`src/rtl/ook_modulator.sv`:
```
// On-off-keying transmit modulator: frames each accepted word as preamble, start,
// LSB-first data and stop symbols, keying a free-running carrier onto mod_out.
module ook_modulator #(
    parameter int DATA_WIDTH    = 8,
    parameter int CLKS_PER_BIT  = 16,
    parameter int CARRIER_DIV   = 4,
    parameter int PREAMBLE_BITS = 8
) (
    input  logic                  clk,
    input  logic                  rst,
    input  logic                  enable,
    input  logic [DATA_WIDTH-1:0] tx_data,
    input  logic                  tx_valid,
    output logic                  tx_ready,
    output logic                  mod_out,
    output logic                  busy,
    output logic                  frame_done
);

    localparam int BIT_MAX = (PREAMBLE_BITS > DATA_WIDTH) ? PREAMBLE_BITS : DATA_WIDTH;
    localparam int BIT_W   = (BIT_MAX > 1) ? $clog2(BIT_MAX) : 1;
    localparam int CLK_W   = $clog2(CLKS_PER_BIT);
    localparam int CAR_W   = (CARRIER_DIV > 1) ? $clog2(CARRIER_DIV) : 1;

    localparam logic [CLK_W-1:0] CLK_LAST  = CLK_W'(CLKS_PER_BIT - 1);
    localparam logic [CAR_W-1:0] CAR_LAST  = CAR_W'(CARRIER_DIV - 1);
    localparam logic [BIT_W-1:0] PRE_LAST  = BIT_W'(PREAMBLE_BITS - 1);
    localparam logic [BIT_W-1:0] DATA_LAST = BIT_W'(DATA_WIDTH - 1);

    typedef enum logic [2:0] {
        IDLE     = 3'd0,
        PREAMBLE = 3'd1,
        START    = 3'd2,
        DATA     = 3'd3,
        STOP     = 3'd4
    } state_t;

    state_t                state_r, state_nx_s;
    logic [CLK_W-1:0]      clk_cnt_r, clk_cnt_nx_s;
    logic [BIT_W-1:0]      bit_cnt_r, bit_cnt_nx_s;
    logic [DATA_WIDTH-1:0] shift_r, shift_nx_s;
    logic [CAR_W-1:0]      car_cnt_r, car_cnt_nx_s;
    logic                  phase_r, phase_nx_s;
    logic                  mod_out_r, busy_r, frame_done_r;
    logic                  done_nx_s, sym_nx_s, sym_end_s, accept_s;

    assign tx_ready   = (state_r == IDLE) && enable && !rst;
    assign accept_s   = tx_valid && tx_ready;
    assign sym_end_s  = (clk_cnt_r == CLK_LAST);
    assign mod_out    = mod_out_r;
    assign busy       = busy_r;
    assign frame_done = frame_done_r;

    // Next-state logic; outputs are derived from next values so they register in step with the FSM
    always_comb begin
        state_nx_s   = state_r;
        clk_cnt_nx_s = clk_cnt_r;
        bit_cnt_nx_s = bit_cnt_r;
        shift_nx_s   = shift_r;
        car_cnt_nx_s = car_cnt_r;
        phase_nx_s   = phase_r;
        done_nx_s    = 1'b0;
        sym_nx_s     = 1'b0;

        if (state_r == IDLE) begin
            if (accept_s) begin
                state_nx_s   = PREAMBLE;
                clk_cnt_nx_s = CLK_W'(0);
                bit_cnt_nx_s = BIT_W'(0);
                shift_nx_s   = tx_data;
                car_cnt_nx_s = CAR_W'(0);
                phase_nx_s   = 1'b1;
            end else begin
                state_nx_s = IDLE;
            end
        end else begin
            // carrier is free-running for the whole frame, never realigned per symbol
            if (car_cnt_r == CAR_LAST) begin
                car_cnt_nx_s = CAR_W'(0);
                phase_nx_s   = ~phase_r;
            end else begin
                car_cnt_nx_s = car_cnt_r + CAR_W'(1);
            end

            if (sym_end_s) begin
                clk_cnt_nx_s = CLK_W'(0);
            end else begin
                clk_cnt_nx_s = clk_cnt_r + CLK_W'(1);
            end

            case (state_r)
                PREAMBLE: begin
                    if (sym_end_s && (bit_cnt_r == PRE_LAST)) begin
                        state_nx_s   = START;
                        bit_cnt_nx_s = BIT_W'(0);
                    end else if (sym_end_s) begin
                        bit_cnt_nx_s = bit_cnt_r + BIT_W'(1);
                    end else begin
                        bit_cnt_nx_s = bit_cnt_r;
                    end
                end
                START: begin
                    if (sym_end_s) begin
                        state_nx_s   = DATA;
                        bit_cnt_nx_s = BIT_W'(0);
                    end else begin
                        state_nx_s = START;
                    end
                end
                DATA: begin
                    if (sym_end_s) begin
                        shift_nx_s = shift_r >> 1;
                        if (bit_cnt_r == DATA_LAST) begin
                            state_nx_s   = STOP;
                            bit_cnt_nx_s = BIT_W'(0);
                        end else begin
                            bit_cnt_nx_s = bit_cnt_r + BIT_W'(1);
                        end
                    end else begin
                        state_nx_s = DATA;
                    end
                end
                STOP: begin
                    if (sym_end_s) begin
                        state_nx_s   = IDLE;
                        done_nx_s    = 1'b1;
                        car_cnt_nx_s = CAR_W'(0);
                        phase_nx_s   = 1'b0;
                    end else begin
                        state_nx_s = STOP;
                    end
                end
                default: begin
                    state_nx_s = IDLE;
                end
            endcase
        end

        case (state_nx_s)
            PREAMBLE: sym_nx_s = ~bit_cnt_nx_s[0];
            START:    sym_nx_s = 1'b1;
            DATA:     sym_nx_s = shift_nx_s[0];
            default:  sym_nx_s = 1'b0;
        endcase
    end

    // State, counter and registered-output update with synchronous reset
    always_ff @(posedge clk) begin
        if (rst) begin
            state_r      <= IDLE;
            clk_cnt_r    <= CLK_W'(0);
            bit_cnt_r    <= BIT_W'(0);
            shift_r      <= {DATA_WIDTH{1'b0}};
            car_cnt_r    <= CAR_W'(0);
            phase_r      <= 1'b0;
            mod_out_r    <= 1'b0;
            busy_r       <= 1'b0;
            frame_done_r <= 1'b0;
        end else begin
            state_r      <= state_nx_s;
            clk_cnt_r    <= clk_cnt_nx_s;
            bit_cnt_r    <= bit_cnt_nx_s;
            shift_r      <= shift_nx_s;
            car_cnt_r    <= car_cnt_nx_s;
            phase_r      <= phase_nx_s;
            mod_out_r    <= sym_nx_s & phase_nx_s;
            busy_r       <= (state_nx_s != IDLE);
            frame_done_r <= done_nx_s;
        end
    end

endmodule
```
`config.mk`:
```
export PLATFORM = sky130hd
export DESIGN_NAME = ook_modulator
export DESIGN_NICKNAME = d
export VERILOG_FILES = /design/src/rtl/ook_modulator.sv
export SDC_FILE = /design/constraint.sdc
export NUM_CORES = 1
export LEC_CHECK = 0
export ABC_AREA = 1
export ABC_CLOCK_PERIOD_IN_PS = 1850
export BUFFER_PORTS_ARGS = -buffer_cell sky130_fd_sc_hd__buf_2
export CORE_MARGIN = 1.5
export CORE_UTILIZATION = 55
export DETAILED_ROUTE_END_ITERATION = 10
export GPL_TIMING_DRIVEN = 0
export HOLD_SLACK_MARGIN = 0.08
export MAX_ROUTING_LAYER = met4
export PLACE_DENSITY = 0.76
export SETUP_SLACK_MARGIN = 0.5
export SYNTH_ARGS = -nofsm -noshare
export SYNTH_HDL_FRONTEND = slang
export SYNTH_SLANG_ARGS = --single-unit
```
`constraint.sdc`:
```
create_clock -name clk -period 1.85 [get_ports clk]
set_clock_uncertainty 0.2 [all_clocks]
set_input_delay 0.185 -clock clk [delete_from_list [all_inputs] [get_ports clk]]
set_output_delay 0.185 -clock clk [all_outputs]
set_load 0.01 [all_outputs]
```
==> results of run 1 <==
-- cells by family after synthesis --
kind of cell | after synthesis | synth area share (%)
flops | 24 | 39.18
buf+inv | 24 | 7.347
xor+xnor | 1 | 0.7144
fa+ha+maj | 5 | 5.102
compound gates | 33 | 16.12
simple gates | 83 | 31.53
-- metrics by stage --
step                utilization (%)  instances  hold slack (ns)
detailed placement            70.36        212           0.2424
global placement              70.36        212           0.2385
CTS                           85.09        241           0.1060
floorplan                         -        170           0.1325
-- repair_timing --
item,in CTS
hold endpoints to repair,11
endpoints found under the setup margin,25
hold buffers,9
gates cloned,0
setup buffers,16
pin swaps,16
gates resized for setup,20
==> impl_metrics.ini, run 1 <==
[synthesis]
ys_types = 23
yosysTopAreaCell = dfxtp_1
ys_top_cells_by_count = nand2_1 (43), dfxtp_1 (24), inv_1 (20), a21oi_1 (17), nand3_1 (17)
syn-instance-count = 170
yosysSeqAreaShare_pct = 39.18
synth.area.top_cells = dfxtp_1 (39%), nand2_1 (13%), a21oi_1 (6.9%)
synth_seq_cells = 24
synth_warnings = 0
syn_avg_cell_area_um2 = 7.213
syn_nets = 187
synthArstFlopShare_pct = 0
synth_edf_count = 0
netlist.area_leader.share_pct = 39.18
synth_area_mm2 = 0.001226
yosysMostFrequentCell = nand2_1
synthFlopType = dfxtp_1

[sta]
worstEpCategory = register input
worst_endpoint = mod_out$_SDFF_PP0_/D

[placed_design]
dp_slack_ns = 0.1103
gp_congestion = 0.8534
dpl.hpwl_mm = 2.094
dpl_cell_area_mm2 = 0.001423
portBuffers = 15

[clock_network]
clk_path_buf_depth = 2
cts_max_level = 1
root_buffer = clkbuf_4
cts.sink_count = 24
cts_inserted_buffers = 3

[die]
ios = 16
start_util_pct = 60.64
fp-row-count = 16
dieWidth_um = 50.22
fp.dieH_um = 50.22

[run_status]
firstError = [ERROR DPL-0038] Utilization greater than 100%, impossible to legalize
haltStage = global routing (5_1_grt)
outcome = aborted with a tool error

[global_route]
grt_max_degree = 14
==> run 2: changes to the inputs <==
- CORE_AREA: not set -> 2 2 63 65
- CORE_MARGIN: 1.5 -> not set
- CORE_UTILIZATION: 55 -> not set
- DIE_AREA: not set -> 0 0 65 67
- HOLD_SLACK_MARGIN: 0.08 -> not set
- MAX_ROUTING_LAYER: met4 -> not set
- PLACE_DENSITY: 0.76 -> not set
- PLACE_DENSITY_LB_ADDON: not set -> 0.15
- SETUP_SLACK_MARGIN: 0.5 -> not set
==> run 2 against run 1 <==
  * The flow now finishes without violations
  * Synthesized cell count is the same
  * Area after synthesis unchanged
==> impl_metrics.ini, run 2 <==
[run_status]
outcome = finished clean

[synthesis]
synth_seq_cells = 24
yosysSeqAreaShare_pct = 39.18
syn_avg_cell_area_um2 = 7.213
yosysMostFrequentCell = nand2_1
synthArstFlopShare_pct = 0
synth_warnings = 0
synth_edf_count = 0
ys_top_cells_by_count = nand2_1 (43), dfxtp_1 (24), inv_1 (20), a21oi_1 (17), nand3_1 (17)
ys_types = 23
yosysTopAreaCell = dfxtp_1
syn-instance-count = 170
syn_nets = 187
synth.area.top_cells = dfxtp_1 (39%), nand2_1 (13%), a21oi_1 (6.9%)
synth_area_mm2 = 0.001226
netlist.area_leader.share_pct = 39.18
synthFlopType = dfxtp_1

[finish]
top_register = shift_r
top_regs = shift_r: 8 flops, clk_cnt_r: 4 flops
area_growth_pct = 28.98
final_common_cell = nand2_1
diodes = 0
final_cell_mix = nand2_1 (40), dfxtp_1 (21), inv_1 (20)
drive_gt1_share_pct = 23.38
largest_register_ffs = 8
fin_area_mm2 = 0.001582
nets = 219

[critical_path]
critPathMaxFanout = 4
endpoint_kind = register
cp_top_family = simple AND/OR/NAND/NOR gates
timing.rr.start = bit_cnt_r[0]
path_buf_inv = 0
critical_path.max_stage_delay_ns = 0.37
slowest_stage = dfxtp_4
timing_worst_setup_path_type = reg2reg
worstPathArrival_ns = 1.75
crit_required_ns = 1.82
crit_start = bit_cnt_r[0]
crit_chain = ha_1, ha_2, nand4_1, nand2_1, nand3_2, nor2_1, nor2_1, nand2_1, a21oi_2
crit_path_start_kind = register

[global_route]
antenna_found_initial = 0
grt_pass1_wl_mm = 4.823
grt_pass1_vias = 1096
overflow = 0
grt_max_degree = 15
grt_usage_pct = 14.35

[route]
drt_wl_total_mm = 2.939
drc = 0
viasPerCell = 4.940
routed-via-count = 1230
firstDrtPassIters = 4
antenna_left = 0
wire_per_inst_um = 11.80
drt_iter0_drc = 28

[clock_network]
cts_tree = yes
cts.sink_count = 24
clk_latency_ns = 0.27
root_buffer = clkbuf_8
clk_path_buf_depth = 2
cts_max_level = 1
cts_inserted_buffers = 3
clkTransAtPathRegs_ns = 0.09

[worst_hold_path]
min_path_type = in2reg
min-delay-start = tx_data[2]

[sta]
slew_violations = 0
hold_violations = 0
max_freq_mhz = 564.6
fin_hold_ws_ns = 0.009027
period_needed_ns = 1.771
relSlewSlack_pct = 63.83
fin_ws_ns = 0.07881
setup_viol = 0
worst-slew-pin-transition_ns = 0.5425
period_share_pct = 95.74
rsz0062_at_grt = true

[pwr]
total_power_w = 0.001128
p_sw_w = 0.0002562
ir_worst_vdd_mv = 0.4401
cellLeakagePower_nw = 0.6847
p_int_w = 0.0008714
p_comb_share_pct = 10.6
seqPwrFrac_pct = 48.2
clkPwrFrac_pct = 41.2
power_density_mw_per_mm2 = 713.0
p_sw_share_pct = 22.72

[placed_design]
dp_slack_ns = -0.01972
dpl_cell_area_mm2 = 0.001361
gp_congestion = 0.8101
portBuffers = 15
dpl.hpwl_mm = 2.115

[job]
drv_cap = 0

[die]
die-area_mm2 = 0.004355
ios = 16
fp.dieH_um = 67
fp-row-count = 22
dieWidth_um = 65
core_mm2 = 0.003606
start_util_pct = 34.00
-- run 2: what timing repair did --
item / in CTS / in global routing
pin swaps: 0 / 7
setup buffers: 0 / 6
hold buffers: 6 / 0
gates cloned: 0 / 0
endpoints found under the setup margin: 1 / 12
endpoints found under the hold margin: 6 / 0
gates resized for setup: 2 / 12
-- run 2: final timing paths --
path / to / slack [ns] / cells past startpoint
max: mod_out / 0.08 / 9
min: shift_r[2] / 0.009 / 3
max reg2reg: mod_out / 0.08 / 9
min reg2reg: bit_cnt_r[2] / 0.27 / 2
-- run 2: power groups by stage --
stage | Clock, W | Combinational (W) | Sequential [W]
floorplan | 0 | 0.0000716 | 0.000554
global placement | 0 | 0.000106 | 0.000555
detailed placement | 0 | 0.000106 | 0.000555
CTS | 0.000477 | 0.000117 | 0.000543
global route | 0.000486 | 0.000137 | 0.000547
finish | 0.000464 | 0.000119 | 0.000544
-- run 2: metrics by stage --
stage               setup TNS (ns)  std cells  util [%]
finish                           0        249     43.86
global route              -0.03665        249     43.86
CTS                              0        243     41.67
detailed placement        -0.01972        233     37.75
global placement                 0        233     37.75
floorplan                        0        170         -
-- run 2: worst min-delay path, cell delays in order --
cell	delay [ns]
buf_2	0.07
a22oi_1	0.06
a21oi_1	0.13
-- run 2: metal layers --
metal / up-vias / global-route usage, % / share of wire [%]
met2: 34 / 25.39 / 48
met5: - / 0 / 0
met3: 8 / 2.027 / 3.7
li1: 630 / - / -
met1: 558 / 17.80 / 46
met4: 0 / 4.787 / 2.2
-- run 2: cell type report --
class,instances,area [um^2]
timing repair buffer,27,180.2
multi-input combinational,122,693.2
clock buffer,3,41.29
inverter,22,82.58
clock inverter,1,30.03
sequential,24,486.7
tap,48,60.06
buffer,2,7.507
fill,382,2024
-- run 2: kinds of logic after synthesis --
kind of cell	share of synthesized area (%)
fa+ha+maj	5.102
flops	39.18
xor+xnor	0.7144
buf+inv	7.347
simple gates	31.53
compound gates	16.12
Note: power is estimated with default switching activity, not from simulation.
